### config.mk
export PLATFORM = sky130hd
export DESIGN_NAME = btb_update_ctrl
export DESIGN_NICKNAME = d
export VERILOG_FILES = /design/src/rtl/btb_pkg.sv /design/src/rtl/btb_update_fifo.sv /design/src/rtl/btb_update_ctrl.sv
export SDC_FILE = /design/constraint.sdc
export NUM_CORES = 1
export LEC_CHECK = 0
export BUFFER_PORTS_ARGS = -buffer_cell sky130_fd_sc_hd__buf_2
export CORE_ASPECT_RATIO = 2
export CORE_MARGIN = 3
export CORE_UTILIZATION = 27
export DETAILED_ROUTE_END_ITERATION = 16
export PLACE_DENSITY = 0.41
export SYNTH_ARGS = -nofsm -noshare
export SYNTH_HDL_FRONTEND = slang
export SYNTH_SLANG_ARGS = --single-unit
### constraint.sdc
create_clock -name clk -period 11.5 [get_ports clk]
set_input_delay 3.45 -clock clk [delete_from_list [all_inputs] [get_ports clk]]
set_output_delay 3.45 -clock clk [all_outputs]
set_load 0.005 [all_outputs]
### src/rtl/btb_pkg.sv
// Shared encodings, types and helpers for the BTB update-side controller.
package btb_pkg;

    localparam logic [2:0] OP_IDLE               = 3'b000;
    localparam logic [2:0] OP_VERIFY_FALLTHROUGH = 3'b010;
    localparam logic [2:0] OP_VERIFY_TARGET      = 3'b011;
    localparam logic [2:0] OP_INSERT_FALLTHROUGH = 3'b100;
    localparam logic [2:0] OP_INSERT_TARGET      = 3'b101;
    localparam logic [2:0] OP_CLEAR              = 3'b111;

    typedef enum logic [1:0] {
        ST_IDLE,
        ST_PROBE,
        ST_COMMIT,
        ST_CLEAR
    } btb_state_t;

    typedef struct packed {
        logic [15:0] pc;
        logic        taken;
        logic [15:0] target;
    } res_branch_t;

    function automatic logic [11:0] btb_tag(input logic [15:0] pc);
        return {1'b0, pc[15:5]};
    endfunction

endpackage

### src/rtl/btb_update_fifo.sv
// Small synchronous FIFO holding resolved branches between EX and the BTB update FSM.
module btb_update_fifo
    import btb_pkg::*;
#(
    parameter int DEPTH = 2
) (
    input  logic                     clk,
    input  logic                     rst,
    input  logic                     flush,
    input  logic                     push,
    input  logic                     pop,
    input  res_branch_t              push_data,
    output res_branch_t              head,
    output res_branch_t              second,
    output logic                     full,
    output logic                     empty,
    output logic [$clog2(DEPTH):0]   count
);

    localparam int PTR_W = $clog2(DEPTH);
    localparam int CNT_W = $clog2(DEPTH) + 1;

    res_branch_t      mem [DEPTH];
    logic [PTR_W-1:0] rd_ptr;
    logic [PTR_W-1:0] wr_ptr;

    always_ff @(posedge clk) begin
        if (push) begin
            mem[wr_ptr] <= push_data;
        end
    end

    // Pointers wrap naturally because DEPTH is a power of two.
    always_ff @(posedge clk) begin
        if (rst || flush) begin
            rd_ptr <= '0;
            wr_ptr <= '0;
            count  <= '0;
        end else begin
            if (push) begin
                wr_ptr <= wr_ptr + PTR_W'(1);
            end
            if (pop) begin
                rd_ptr <= rd_ptr + PTR_W'(1);
            end
            count <= count + CNT_W'(push) - CNT_W'(pop);
        end
    end

    assign head   = mem[rd_ptr];
    assign second = mem[rd_ptr + PTR_W'(1)];
    assign full   = (count == CNT_W'(DEPTH));
    assign empty  = (count == '0);

endmodule

### src/rtl/btb_update_ctrl.sv
// BTB update initiator: buffers resolved branches, probes entries by tag, then issues
// one verify/insert op per branch, or a broadcast clear on flush.
module btb_update_ctrl
    import btb_pkg::*;
#(
    parameter int NUM_ENTRIES = 4,
    parameter int FIFO_DEPTH  = 2
) (
    input  logic                   clk,
    input  logic                   rst,
    input  logic                   res_valid,
    output logic                   res_ready,
    input  logic [15:0]            res_pc,
    input  logic                   res_taken,
    input  logic [15:0]            res_target,
    input  logic                   flush_all,
    input  logic [NUM_ENTRIES-1:0] entry_update_hit,
    input  logic [NUM_ENTRIES-1:0] entry_empty,
    output logic [NUM_ENTRIES-1:0] entry_enable,
    output logic [2:0]             entry_op,
    output logic [11:0]            entry_in_pc,
    output logic [15:0]            entry_in_target,
    output logic                   busy,
    output logic [7:0]             insert_count
);

    localparam int IDX_W = $clog2(NUM_ENTRIES);
    localparam int CNT_W = $clog2(FIFO_DEPTH) + 1;
    localparam logic [NUM_ENTRIES-1:0] ONE_HOT0 = NUM_ENTRIES'(1);

    btb_state_t       state;
    logic [IDX_W-1:0] victim_ptr;

    res_branch_t      fifo_head;
    res_branch_t      fifo_second;
    res_branch_t      res_branch;
    res_branch_t      next_head;
    logic             fifo_full;
    logic             fifo_empty;
    logic [CNT_W-1:0] fifo_count;
    logic             push;
    logic             pop;
    logic             has_more;

    logic             hit_any;
    logic [IDX_W-1:0] hit_idx;
    logic             empty_any;
    logic [IDX_W-1:0] empty_idx;
    logic [IDX_W-1:0] victim_idx;

    assign res_ready  = ~fifo_full & ~rst;
    assign push       = res_valid & res_ready & ~flush_all;
    assign pop        = (state == ST_COMMIT) & ~flush_all;
    assign busy       = (state != ST_IDLE) | ~fifo_empty;
    assign res_branch = '{pc: res_pc, taken: res_taken, target: res_target};

    btb_update_fifo #(
        .DEPTH(FIFO_DEPTH)
    ) u_fifo (
        .clk      (clk),
        .rst      (rst),
        .flush    (flush_all),
        .push     (push),
        .pop      (pop),
        .push_data(res_branch),
        .head     (fifo_head),
        .second   (fifo_second),
        .full     (fifo_full),
        .empty    (fifo_empty),
        .count    (fifo_count)
    );

    // After the COMMIT pop the next head is either the second slot or a branch arriving now.
    always_comb begin
        next_head = fifo_second;
        if (fifo_count <= CNT_W'(1)) begin
            next_head = res_branch;
        end
        has_more = (fifo_count > CNT_W'(1)) | push;
    end

    // Descending scan so the lowest-index match wins.
    always_comb begin
        hit_any   = 1'b0;
        hit_idx   = '0;
        empty_any = 1'b0;
        empty_idx = '0;
        for (int i = NUM_ENTRIES - 1; i >= 0; i--) begin
            if (entry_update_hit[i]) begin
                hit_any = 1'b1;
                hit_idx = IDX_W'(i);
            end
            if (entry_empty[i]) begin
                empty_any = 1'b1;
                empty_idx = IDX_W'(i);
            end
        end
        victim_idx = empty_any ? empty_idx : victim_ptr;
    end

    // Outputs are loaded on the edge that enters each state, so every state sees them stable.
    always_ff @(posedge clk) begin
        if (rst) begin
            state           <= ST_IDLE;
            victim_ptr      <= '0;
            entry_enable    <= '0;
            entry_op        <= OP_IDLE;
            entry_in_pc     <= '0;
            entry_in_target <= '0;
            insert_count    <= '0;
        end else if (flush_all) begin
            state           <= ST_CLEAR;
            victim_ptr      <= '0;
            entry_enable    <= '1;
            entry_op        <= OP_CLEAR;
            entry_in_pc     <= '0;
            entry_in_target <= '0;
        end else begin
            case (state)
                ST_IDLE: begin
                    entry_enable <= '0;
                    entry_op     <= OP_IDLE;
                    if (!fifo_empty) begin
                        state           <= ST_PROBE;
                        entry_in_pc     <= btb_tag(fifo_head.pc);
                        entry_in_target <= fifo_head.target;
                    end
                end
                ST_PROBE: begin
                    state <= ST_COMMIT;
                    if (hit_any) begin
                        entry_enable <= ONE_HOT0 << hit_idx;
                        entry_op     <= fifo_head.taken ? OP_VERIFY_TARGET : OP_VERIFY_FALLTHROUGH;
                    end else if (fifo_head.taken) begin
                        entry_enable <= ONE_HOT0 << victim_idx;
                        entry_op     <= OP_INSERT_TARGET;
                        insert_count <= insert_count + 8'd1;
                        if (!empty_any) begin
                            victim_ptr <= victim_ptr + IDX_W'(1);
                        end
                    end else begin
                        entry_enable <= '0;
                        entry_op     <= OP_IDLE;
                    end
                end
                ST_COMMIT: begin
                    entry_enable <= '0;
                    entry_op     <= OP_IDLE;
                    if (has_more) begin
                        state           <= ST_PROBE;
                        entry_in_pc     <= btb_tag(next_head.pc);
                        entry_in_target <= next_head.target;
                    end else begin
                        state           <= ST_IDLE;
                        entry_in_pc     <= '0;
                        entry_in_target <= '0;
                    end
                end
                ST_CLEAR: begin
                    state        <= ST_IDLE;
                    entry_enable <= '0;
                    entry_op     <= OP_IDLE;
                end
                default: begin
                    state        <= ST_IDLE;
                    entry_enable <= '0;
                    entry_op     <= OP_IDLE;
                end
            endcase
        end
    end

endmodule

Yosys cells after proc, flatten, opt, wreduce, memory -nomap -nowiden
Memory sizes are Yosys's and may differ from the RTL's. A register that Yosys moved wholly into a read port is not among the register bits.
Cells that the tools add are included.
{"block": "word_totals", "regBits": 51, "output_inout_bits": 45, "elab_cells": 90, "memories": 1, "ramBits": 66}
{"name": "u_fifo.mem", "depth": 2, "word_bits": 33, "read_ports": 2, "rd_clocked_by_memory_dff": 1, "wr": 1, "line": "btb_update_fifo.sv:23", "rtl": "res_branch_t mem [DEPTH];"}
{"block": "classes", "bitwise": 12, "add_sub_neg": 6, "n_lt_le_gt_ge": 2, "n_reduce_logical": 10, "n_mux": 41, "shifts": 2, "n_eq_ne": 6}
{"cell": "$mux 33", "count": 1}
{"cell": "$mux 16", "count": 2}
{"cell": "$pmux 16 s2", "count": 1}
{"cell": "$pmux 12 s2", "count": 1}
{"cell": "$mux 2", "count": 11}
{"cell": "$mux 1", "count": 14}
{"cell": "$mux 12", "count": 1}
{"cell": "$mux 4", "count": 3}
{"cell": "$mux 11", "count": 1}
{"cell": "$mux 3", "count": 3}
{"cell": "$add 8x1->8 const B", "count": 1}
{"cell": "$pmux 2 s4", "count": 1}
{"cell": "$pmux 4 s2", "count": 1}
{"cell": "$reduce_and 4->1", "count": 2}
{"cell": "$shl 1x2->4 const A", "count": 2}
{"cell": "$eq 2x2->1 const B", "count": 3}
{"cell": "$not 1->1", "count": 6}
{"cell": "$pmux 3 s2", "count": 1}
{"cell": "$and 1x1->1", "count": 4}
{"cell": "$logic_not 2->1", "count": 2}
{"cell": "$reduce_bool 2->1", "count": 2}
{"cell": "$ne 3x3->1 const B", "count": 1}
{"cell": "$reduce_or 3->1", "count": 1}
{"cell": "$add 1x1->1 const B", "count": 2}
{"cell": "other kinds (11)", "count": 12}

Longest topological paths before layout
Gate-level depths: netlist of the first run.
{"block": "depth", "word_depth": 10, "ltp_mapped": 10}

Hierarchy
Synthesis of the first run repeated with hierarchy kept, for this count alone.
{"block": "hier_totals", "cells_unflattened": 449, "hier_area_um2": 5457.7}
{"mod": "btb_update_fifo", "area_each_um2": 3049.2, "cells_per_inst": 161, "seq_area_each_um2": 2082.0, "instances": 1}
{"mod": "btb_update_ctrl", "area_each_um2": 2408.6, "cells_per_inst": 288, "seq_area_each_um2": 920.9, "instances": 1}

Worst setup path before layout of the first run
No wires, ideal clock.
{"block": "synth_timing", "path_kind": "input -> output", "from": "in rst", "to": "out res_ready", "path_buffers": 2, "cell_stages": 3, "required_time_ns": 8.050, "arrival_time_ns": 3.942, "setup_slack_ns": 4.108, "path_cell_list": "buf_2 -> clkbuf_1 -> a21oi_1"}
{"block": "synth_via", "elab_chain_len": 2}
{"element": "start, declared", "line": "btb_update_ctrl.sv:10", "rtl": "input logic rst,"}
{"element": "$not 1->1", "line": "btb_update_ctrl.sv:51", "rtl": "assign res_ready = ~fifo_full & ~rst;"}
{"element": "$and 1x1->1", "line": "btb_update_ctrl.sv:51"}
{"element": "end, declared", "line": "btb_update_ctrl.sv:12", "rtl": "output logic res_ready,"}
No other way between the ends.

Final worst setup path of the first run
Same ends and word-level chain as after synthesis.

==> flow_metrics.py, run 1 <==
metrics = {
    "outcome": {
        "status": "finished clean",
    },
    "setup_path": {
        "r2r_end": "u_fifo.mem[1][9]$_DFFE_PP_",
        "cp.depth": 3,
        "crit_path_top_delay_cell": "buf_2",
        "max_stage_delay_ns": 0.31,
        "setup.worst_path.end_class": "output pin",
        "rr_startpoint": "u_fifo.count[1]$_SDFF_PP0_",
        "critPathLaunch": "rst",
        "criticalPathCategory": "primary input to output pin",
        "crit_family": "buffers and inverters",
        "cp.arrival_ns": 4.02,
        "cp_max_fo": 17,
        "cp-endpoint": "res_ready",
        "regToRegSetupSlack_ns": 9.10,
        "path_cells": "buf_2 -> a21oi_1 -> buf_2",
        "cp.required_ns": 8.05,
        "worst_path_most_repeated_cell": "buf_2",
        "crit_buf_inv": 2,
        "cp-start-kind": "primary input",
        "r2r.worst_path.cells": 5,
    },
    "layout": {
        "finalNetCount": 523,
        "diodes": 0,
        "drive_gt1_share_pct": 29.8,
        "syn_to_final_growth_pct": 18.9,
        "fillers": 1827,
        "fin_cells": 690,
    },
    "clock_network": {
        "cts_setup_buffers": 0,
        "clk_latency_ns": 0.35,
        "cts_tree": "built",
        "h-tree-depth": 3,
        "max-clock-path-buffers": 2,
        "cts-hold-fix-buffers": 0,
        "clkTransAtPathRegs_ns": 0.07,
        "clock_sinks": 107,
        "numCtsBuffers": 9,
        "clock_tree.root_cell": "clkbuf_16",
        "cts.repair.resized": 0,
    },
    "floorplan": {
        "initial_utilization_pct": 27.7,
        "die_y_um": 195,
        "die_w_um": 100,
        "core_area_um2": 17400,
        "dieArea_um2": 19500,
        "rows": 68,
        "ios": 90,
    },
    "timing": {
        "rsz0062_at_grt": "no",
        "hold_viol": 0,
        "setup_viol": 0,
        "drv_slew": 0,
        "relSlewSlack_pct": 29.5,
        "worst_slack_ns": 4.03,
        "worst_pin_slew_ns": 1.06,
        "period_minus_slack_ns": 7.47,
        "tns_ns": 0,
        "finalCritPeriodShare_pct": 65.0,
        "skew_ns": 0.0116,
        "fmax_ghz": 0.134,
    },
    "placement": {
        "post-place-ws_ns": 4.01,
        "io_buffers": 83,
        "dp.cells": 674,
        "gp_congestion": 0.708,
        "dpl.hpwl_um": 8200,
    },
    "logic_synthesis": {
        "synth_most_common_cell": "edfxtp_1",
        "synth-async-reset-ratio_pct": 0,
        "yosysTopAreaCellShare_pct": 35.0,
        "yosys.area_share.xor_xnor_pct": 1.46,
        "synth_seq_area_share_pct": 56.2,
        "syn_inst": 407,
        "synth_top_area_cell": "edfxtp_1",
        "synth-simple-area-share_pct": 9.94,
        "muxShareOfSynthArea_pct": 11.8,
        "syn_nets": 455,
        "synth_edf_count": 56,
        "postSynthAreaPerCell_um2": 11.8,
        "synthTopCellsByArea": "edfxtp_1, dfxtp_1, mux2i_1, o221a_2, a211oi_1",
        "synth_fa_ha_area_share_pct": 0.780,
        "ys_dominant_reg_cell": "edfxtp_1",
        "ys_seq_elements": 107,
        "ys_types": 48,
        "synth_top_cells_by_count": "edfxtp_1, mux2i_1, dfxtp_1",
        "synth-compound-area-share_pct": 16.4,
        "syn_area_um2": 4810,
        "synth_top_family_by_area": "compound AO/OA/AOI/OAI gates",
        "yosys_warnings": 0,
    },
    "power": {
        "leakagePower_nw": 2.09,
        "ir_drop_uv": 60.4,
        "p_seq_share_pct": 52.3,
        "clockPowerShare_pct": 38.7,
        "combPwrFrac_pct": 9.0,
        "p_per_area_nw_per_um2": 142,
        "power_switching_share_pct": 24.1,
        "power_uw": 811,
        "power.switching_uw": 196,
        "p_int_uw": 616,
    },
    "drt": {
        "drt_pass1_iterations": 4,
        "drc": 0,
        "vias": 3476,
        "drt_iter0_markers": 169,
        "viasPerCell": 5.04,
        "routed_wirelength_um": 12800,
        "wire_per_inst_um": 18.5,
        "antenna_left": 0,
    },
    "grt": {
        "grt_max_degree": 59,
        "grt_pass1_wl_um": 20300,
        "track_usage_pct": 13.5,
        "antenna_found_initial": 1,
        "overflow": 0,
        "grt_pass1_vias": 3687,
    },
    "job": {
        "max_cap_violations": 0,
    },
    "min_path": {
        "hold_class": "flop to flop",
    },
}
-- metal layers --
| metal | track usage, % | wire length, µm | up-vias |
|---|---|---|---|
| met5 | 0 | 13 | - |
| met4 | 4.70 | 211 | 2 |
| met3 | 2.44 | 500 | 12 |
| met2 | 24.7 | 7130 | 77 |
| met1 | 15.2 | 4940 | 1697 |
| li1 | - | - | 1688 |
-- layout make-up --
type	instances	area [µm²]	area share (%)
clock buffer	13	282	4.92
clock inverter	3	20.0	0.350
inverter	6	22.5	0.394
multi-input combinational	263	1970	34.5
sequential	107	2710	47.3
tap	210	263	4.60
timing repair buffer	88	453	7.92
-- sequential cells by signal, indices dropped and copies added, names as in the netlist, named ones only --
| signal | flops |
|---|---|
| u_fifo.count | 2 |
| u_fifo.rd_ptr | 1 |
| insert_count | 8 |
| u_fifo.wr_ptr | 1 |
| entry_op | 3 |
| u_fifo.mem | 56 |
| state | 2 |
| entry_in_pc | 11 |
| entry_in_target | 16 |
| victim_ptr | 2 |
| entry_enable | 4 |
-- power groups by stage --
stage	combinational (mW)	sequential, mW	clock [mW]
after floorplan	0.0457	0.428	0
after global placement	0.0737	0.433	0
after detailed placement	0.0751	0.433	0
after CTS	0.0754	0.425	0.326
after global routing	0.0825	0.426	0.339
final	0.0733	0.424	0.314
-- how the worst min path moves through the flow --
stage	start	end	slack [ns]	cells after the start
after CTS	insert_count[7]$_SDFFE_PP0P_	insert_count[7]$_SDFFE_PP0P_	0.50	2
after floorplan	insert_count[7]$_SDFFE_PP0P_	insert_count[7]$_SDFFE_PP0P_	0.47	2
final	insert_count[7]$_SDFFE_PP0P_	insert_count[7]$_SDFFE_PP0P_	0.50	2
after detailed placement	insert_count[7]$_SDFFE_PP0P_	insert_count[7]$_SDFFE_PP0P_	0.49	2
after global routing	insert_count[7]$_SDFFE_PP0P_	insert_count[7]$_SDFFE_PP0P_	0.54	2
after global placement	insert_count[7]$_SDFFE_PP0P_	insert_count[7]$_SDFFE_PP0P_	0.47	2
-- metrics by stage --
stage,hold WS (ns),utilization [%],area [µm²]
floorplan,0.474,-,4810
finish,0.503,32.9,5720
global placement,0.468,31.2,5420
CTS,0.504,32.9,5720
detailed placement,0.491,31.2,5420
global route,0.540,32.9,5720
-- logic make-up after synthesis --
logic type,Yosys count
other cells,1
flops,107
simple gates,89
buf+inv,37
mux,56
compound gates,106
xor+xnor,8
fa+ha+maj,3
-- worst min-delay path: stages, from the launching register on --
cell and delay (ns):
dfxtp_1 0.32, o21ai_0 0.08, a21oi_1 0.06
-- cell usage in the layout (no fill, tap or decap), drive strengths merged, types with 2 or more instances in the layout --
| cell type | n |
|---|---|
| nand3 | 2 |
| o221a | 27 |
| mux2i | 55 |
| inv | 6 |
| nor2 | 47 |
| clkbuf | 13 |
| nor3b | 2 |
| nand2b | 2 |
| xnor2 | 4 |
| nor4 | 2 |
| a211oi | 27 |
| o21ai | 34 |
| nor3 | 6 |
| and2 | 4 |
| nand4 | 6 |
| a31oi | 2 |
| xor2 | 4 |
| or3 | 5 |
| a21oi | 11 |
| ha | 3 |
| clkinvlp | 2 |
| buf | 88 |
| nand2 | 5 |
| edfxtp | 56 |
| dfxtp | 51 |
No activity file was read; power rests on OpenSTA's default activity.
==> run 2: changes to the inputs <==
--- a/config.mk
+++ b/config.mk
@@ -5,6 +5,7 @@
 export SDC_FILE = /design/constraint.sdc
 export NUM_CORES = 1
 export LEC_CHECK = 0
+export ABC_AREA = 1
 export BUFFER_PORTS_ARGS = -buffer_cell sky130_fd_sc_hd__buf_2
 export CORE_ASPECT_RATIO = 2
 export CORE_MARGIN = 3
==> constraint.sdc (replaced) <==
create_clock -name clk -period 7.5 [get_ports clk]
set_input_delay 2.25 -clock clk [delete_from_list [all_inputs] [get_ports clk]]
set_output_delay 2.25 -clock clk [all_outputs]
set_load 0.005 [all_outputs]
==> run 2 against run 1 <==
Critical path type unchanged. Largest cell class unchanged. Non-clock buffer count decreased by 1. Worst hold slack got worse by 0.010 ns. Critical endpoint unchanged. Cell count increased by 22%.
==> flow_metrics.py, run 2 <==
metrics = {
    "outcome": {
        "status": "finished clean",
    },
    "floorplan": {
        "ios": 90,
        "initial_utilization_pct": 27.7,
        "rows": 69,
        "die_y_um": 198,
        "core_area_um2": 18000,
        "dieArea_um2": 20200,
        "die_w_um": 102,
    },
    "logic_synthesis": {
        "syn_nets": 606,
        "yosysTopAreaCellShare_pct": 33.8,
        "ys_types": 30,
        "ys_dominant_reg_cell": "edfxtp_1",
        "synthTopCellsByArea": "edfxtp_1, dfxtp_1, nand2_1, o211ai_1, inv_1",
        "synth_top_area_cell": "edfxtp_1",
        "synth_most_common_cell": "nand2_1",
        "postSynthAreaPerCell_um2": 8.93,
        "ys_seq_elements": 107,
        "syn_area_um2": 4980,
        "synth_top_cells_by_count": "nand2_1, edfxtp_1, o211ai_1",
        "syn_inst": 558,
        "synth-async-reset-ratio_pct": 0,
        "yosys_warnings": 0,
        "synth_seq_area_share_pct": 54.3,
        "synth_edf_count": 56,
    },
    "drt": {
        "viasPerCell": 4.76,
        "routed_wirelength_um": 13700,
        "top_layer": "met4",
        "wire_per_inst_um": 16.3,
        "met2_length_um": 7570,
        "drt-met1-wl_um": 5400,
        "antenna_left": 0,
        "drt_pass1_iterations": 4,
        "drt_iter0_markers": 95,
        "vias": 4002,
        "drc": 0,
        "wl_met3_um": 525,
    },
    "timing": {
        "skew_ns": 0.0120,
        "finalCritPeriodShare_pct": 67.3,
        "setup_viol": 0,
        "hold_slack_ns": 0.493,
        "hold_viol": 0,
        "relSlewSlack_pct": 28.4,
        "worst_pin_slew_ns": 1.07,
        "drv_slew": 0,
        "fmax_ghz": 0.198,
        "period_minus_slack_ns": 5.05,
        "tns_ns": 0,
        "rsz0062_at_grt": "no",
    },
    "setup_path": {
        "path_cells": "buf_2 -> a21oi_1 -> buf_2",
        "cp.arrival_ns": 2.80,
        "crit_buf_inv": 2,
        "cp_max_fo": 12,
        "r2r.worst_path.cells": 4,
        "cp.depth": 3,
        "crit_path_top_delay_cell": "a21oi_1",
        "max_stage_delay_ns": 0.21,
        "criticalPathCategory": "primary input to output pin",
        "setup.worst_path.end_class": "output pin",
        "cp.required_ns": 5.25,
        "cp-start-kind": "primary input",
        "crit_family": "buffers and inverters",
        "worst_path_most_repeated_cell": "buf_2",
    },
    "clock_network": {
        "max-clock-path-buffers": 2,
        "cts-hold-fix-buffers": 0,
        "h-tree-depth": 3,
        "numCtsBuffers": 9,
        "clk_latency_ns": 0.35,
        "clkTransAtPathRegs_ns": 0.07,
        "clock_sinks": 107,
        "cts.repair.resized": 0,
        "cts_tree": "built",
        "clock_tree.root_cell": "clkbuf_16",
        "cts_setup_buffers": 0,
    },
    "power": {
        "combPwrFrac_pct": 9.3,
        "power_switching_share_pct": 23.6,
        "p_per_area_nw_per_um2": 217,
        "ir_drop_uv": 104,
        "power_mw": 1.27,
        "power.switching_uw": 301,
        "leakagePower_nw": 2.39,
        "clockPowerShare_pct": 40.4,
        "p_int_uw": 972,
        "p_seq_share_pct": 50.3,
    },
    "layout": {
        "largestRegisters": "u_fifo.mem x56, entry_in_target x16, entry_in_pc x11",
        "final_cell_mix": "nand2_1, buf_2, edfxtp_1, o211ai_1",
        "final_common_cell": "nand2_1",
        "finalNetCount": 671,
        "diodes": 0,
        "drive_gt1_share_pct": 19.9,
        "largest_reg_flops": 56,
        "fin_cells": 841,
        "top_register": "u_fifo.mem",
        "syn_to_final_growth_pct": 17.7,
        "fillers": 1894,
    },
    "placement": {
        "dpl.hpwl_um": 8310,
        "io_buffers": 83,
        "gp_congestion": 0.805,
        "dp.cells": 825,
    },
    "grt": {
        "grt_pass1_vias": 4113,
        "antenna_found_initial": 0,
        "track_usage_pct": 14.1,
        "grt_pass1_wl_um": 21700,
        "grt_max_degree": 58,
        "overflow": 0,
    },
    "job": {
        "max_cap_violations": 0,
    },
    "min_path": {
        "whs_path_depth": 2,
        "hold_class": "flop to flop",
    },
}
## run 2: path summary, 6_finish.rpt
path / start / end / slack [ns]
min reg2reg: insert_count[7]$_SDFFE_PP0P_ / insert_count[7]$_SDFFE_PP0P_ / 0.49
min: insert_count[7]$_SDFFE_PP0P_ / insert_count[7]$_SDFFE_PP0P_ / 0.49
max: rst / res_ready / 2.45
max reg2reg: u_fifo.count[1]$_SDFF_PP0_ / u_fifo.mem[1][25]$_DFFE_PP_ / 5.14
## run 2: power groups by stage
| stage | Sequential (mW) | Clock [mW] | Combinational [mW] |
|---|---|---|---|
| 5_1_grt | 0.642 | 0.553 | 0.135 |
| 6_report | 0.641 | 0.514 | 0.118 |
| 4_1_cts | 0.641 | 0.535 | 0.122 |
| 3_5_place_dp | 0.654 | 0 | 0.121 |
| 2_1_floorplan | 0.654 | 0 | 0.0718 |
| 3_3_place_gp | 0.654 | 0 | 0.119 |
## run 2: per-stage QoR
stage / worst slack (ns) / utilization [%] / instance area [µm²]
2_1_floorplan: 2.84 / - / 4980
3_3_place_gp: 2.44 / 30.9 / 5540
3_5_place_dp: 2.44 / 30.9 / 5540
4_1_cts: 2.43 / 32.6 / 5860
5_1_grt: 2.41 / 32.6 / 5860
6_report: 2.45 / 32.6 / 5860
## run 2: logic make-up after synthesis
kind of cell | share of synthesized area, %
AO/OA/AOI/OAI | 19.4
XOR/XNOR | 1.23
adder cells (fa/ha/maj) | 0.754
buffers and inverters | 7.33
flip-flops | 54.3
other | 0.0753
AND/OR/NAND/NOR | 16.9
## run 2: final cells by class
class	count	area (µm²)	area share, %
Clock buffer	10	239	4.08
Clock inverter	6	78.8	1.35
Tap cell	213	267	4.55
Timing Repair Buffer	87	445	7.60
Inverter	53	199	3.39
Sequential cell	107	2700	46.1
Multi-Input combinational cell	365	1930	32.9
## run 2: per-layer routing
layer	GRT usage, %	up-vias
met5	0	-
met4	5.26	0
met3	2.36	10
met2	26.8	77
met1	15.1	1873
li1	-	2042
## run 2: worst register-to-register path, stage by stage, from the launching register on
cell and delay [ns]:
dfxtp_1 0.32, buf_4 0.26, a21oi_1 0.25, nand3_1 0.24, nor2_4 0.86
==> run 3: changes to the inputs <==
--- a/config.mk
+++ b/config.mk
@@ -11,7 +11,7 @@
 export CORE_MARGIN = 3
 export CORE_UTILIZATION = 27
 export DETAILED_ROUTE_END_ITERATION = 16
-export PLACE_DENSITY = 0.41
+export PLACE_DENSITY = 0.42
 export SYNTH_ARGS = -nofsm -noshare
 export SYNTH_HDL_FRONTEND = slang
 export SYNTH_SLANG_ARGS = --single-unit
==> constraint.sdc (replaced) <==
create_clock -name clk -period 4.4 [get_ports clk]
set_input_delay 1.32 -clock clk [delete_from_list [all_inputs] [get_ports clk]]
set_output_delay 1.32 -clock clk [all_outputs]
set_load 0.005 [all_outputs]
==> run 3 against run 2 <==
Register-to-register slack lost 3.1 ns. Sequential power up 72%. Critical path depth unchanged. Combinational power grew 66%. Worst hold slack better by 0.0021 ns. Sequential share of layout area rose by 0.14 points. First-iteration DRC count rose by 47%. Sequential cell count is the same. Cell count rose by 0.24%. Critical path type unchanged. Largest cell class unchanged.
==> flow_metrics.py, run 3 (synthesized netlist as in run 2, its figures left out) <==
metrics = {
    "power": {
        "ir_drop_uv": 172,
        "leakagePower_nw": 2.39,
        "power_mw": 2.08,
        "p_per_area_nw_per_um2": 357,
    },
    "clock_network": {
        "clock_sinks": 107,
        "clkTransAtPathRegs_ns": 0.07,
        "cts_tree": "built",
        "clk_latency_ns": 0.35,
        "numCtsBuffers": 9,
        "cts_setup_buffers": 0,
        "max-clock-path-buffers": 2,
        "clock_tree.root_cell": "clkbuf_16",
        "cts-hold-fix-buffers": 0,
        "cts.repair.resized": 0,
        "h-tree-depth": 3,
    },
    "drt": {
        "drt_iter0_markers": 140,
        "drt_pass1_iterations": 4,
        "wire_per_inst_um": 16.0,
        "drc": 0,
        "viasPerCell": 4.79,
        "routed_wirelength_um": 13500,
        "vias": 4040,
        "antenna_left": 0,
    },
    "layout": {
        "drive_gt1_share_pct": 19.8,
        "largestRegisters": "u_fifo.mem x56, entry_in_target x16, entry_in_pc x11",
        "syn_to_final_growth_pct": 17.3,
        "largest_reg_flops": 56,
        "fillers": 1873,
        "diodes": 0,
        "final_cell_mix": "nand2_1, buf_2, edfxtp_1, o211ai_1",
        "finalInstanceArea_um2": 5840,
        "multi_input_area_um2": 1930,
        "seq_area_um2": 2700,
        "top_register": "u_fifo.mem",
        "finalNetCount": 673,
        "final_common_cell": "nand2_1",
    },
    "timing": {
        "hold_slack_ns": 0.495,
        "fmax_ghz": 0.316,
        "finalCritPeriodShare_pct": 71.9,
        "rsz0062_at_grt": "no",
        "worst_pin_slew_ns": 1.10,
        "period_minus_slack_ns": 3.16,
        "skew_ns": 0.00859,
        "relSlewSlack_pct": 26.3,
        "tns_ns": 0,
        "setup_viol": 0,
        "drv_slew": 0,
        "hold_viol": 0,
    },
    "setup_path": {
        "crit_family": "buffers and inverters",
        "max_stage_delay_ns": 0.19,
        "worst_path_most_repeated_cell": "buf_2",
        "criticalPathCategory": "primary input to output pin",
        "crit_path_top_delay_cell": "buf_2",
        "setup.worst_path.end_class": "output pin",
        "cp.arrival_ns": 1.84,
        "cp.required_ns": 3.08,
        "path_cells": "buf_2 -> a21oi_1 -> buf_2",
        "crit_buf_inv": 2,
        "cp_max_fo": 12,
        "cp-start-kind": "primary input",
    },
    "grt": {
        "grt_max_degree": 58,
        "overflow": 0,
        "grt_pass1_vias": 4163,
        "antenna_found_initial": 2,
        "grt_pass1_wl_um": 21500,
        "track_usage_pct": 13.9,
    },
    "floorplan": {
        "die_y_um": 198,
        "dieArea_um2": 20200,
        "initial_utilization_pct": 27.7,
        "rows": 69,
        "ios": 90,
        "die_w_um": 102,
        "core_area_um2": 18000,
    },
    "placement": {
        "dpl.hpwl_um": 8360,
        "io_buffers": 83,
        "gp_congestion": 0.816,
        "placed_area_um2": 5560,
    },
    "job": {
        "max_cap_violations": 0,
    },
    "outcome": {
        "status": "finished clean",
    },
    "min_path": {
        "hold_class": "flop to flop",
    },
}
==> run 3: area by class of cell <==
| type | instances | area share [%] |
|---|---|---|
| clock buffer | 14 | 4.71 |
| tap | 213 | 4.56 |
| timing repair buffer | 89 | 7.88 |
| clock inverter | 2 | 0.171 |
| inverter | 53 | 3.40 |
| multi-input combinational | 365 | 33.0 |
| sequential | 107 | 46.3 |
==> run 3: per-layer routing <==
| metal | vias up | track usage [%] | part of all wire, % |
|---|---|---|---|
| li1 | 2038 | - | - |
| met1 | 1874 | 15.3 | 40 |
| met2 | 100 | 25.1 | 54 |
| met3 | 24 | 2.86 | 4.6 |
| met4 | 4 | 5.99 | 2.0 |
| met5 | - | 0 | 0.16 |
==> run 3: per-stage QoR <==
| step | utilization [%] | worst slack [ns] | instances |
|---|---|---|---|
| 4_1_cts | 32.5 | 1.24 | 843 |
| 6_report | 32.5 | 1.24 | 843 |
| 3_5_place_dp | 31.0 | 1.24 | 827 |
| 2_1_floorplan | - | 1.12 | 558 |
| 3_3_place_gp | 31.0 | 1.21 | 827 |
| 5_1_grt | 32.5 | 1.20 | 843 |
==> run 3: path summary, 6_finish.rpt <==
path                                start                           end  slack [ns]  cells past startpoint
max                                   rst                     res_ready        1.24                      3
min          insert_count[7]$_SDFFE_PP0P_  insert_count[7]$_SDFFE_PP0P_        0.49                      2
max reg2reg    u_fifo.count[1]$_SDFF_PP0_   entry_in_pc[6]$_SDFFE_PP0P_        2.03                      5
min reg2reg  insert_count[7]$_SDFFE_PP0P_  insert_count[7]$_SDFFE_PP0P_        0.49                      2
==> run 3: power breakdown <==
part | total, mW | switching [mW] | internal [mW] | leakage (nW)
combinational | 0.196 | 0.126 | 0.0694 | 1.32
clock | 0.790 | 0.357 | 0.434 | 0.142
sequential | 1.10 | 0.0193 | 1.08 | 0.925
total | 2.08 | 0.503 | 1.58 | 2.39
==> run 3: worst register-to-register path: stages, from the launching register on <==
cell and delay, ns:
dfxtp_1 0.34, inv_2 0.30, a21oi_4 0.98, buf_4 0.39, o21ai_0 0.11, a31oi_1 0.17
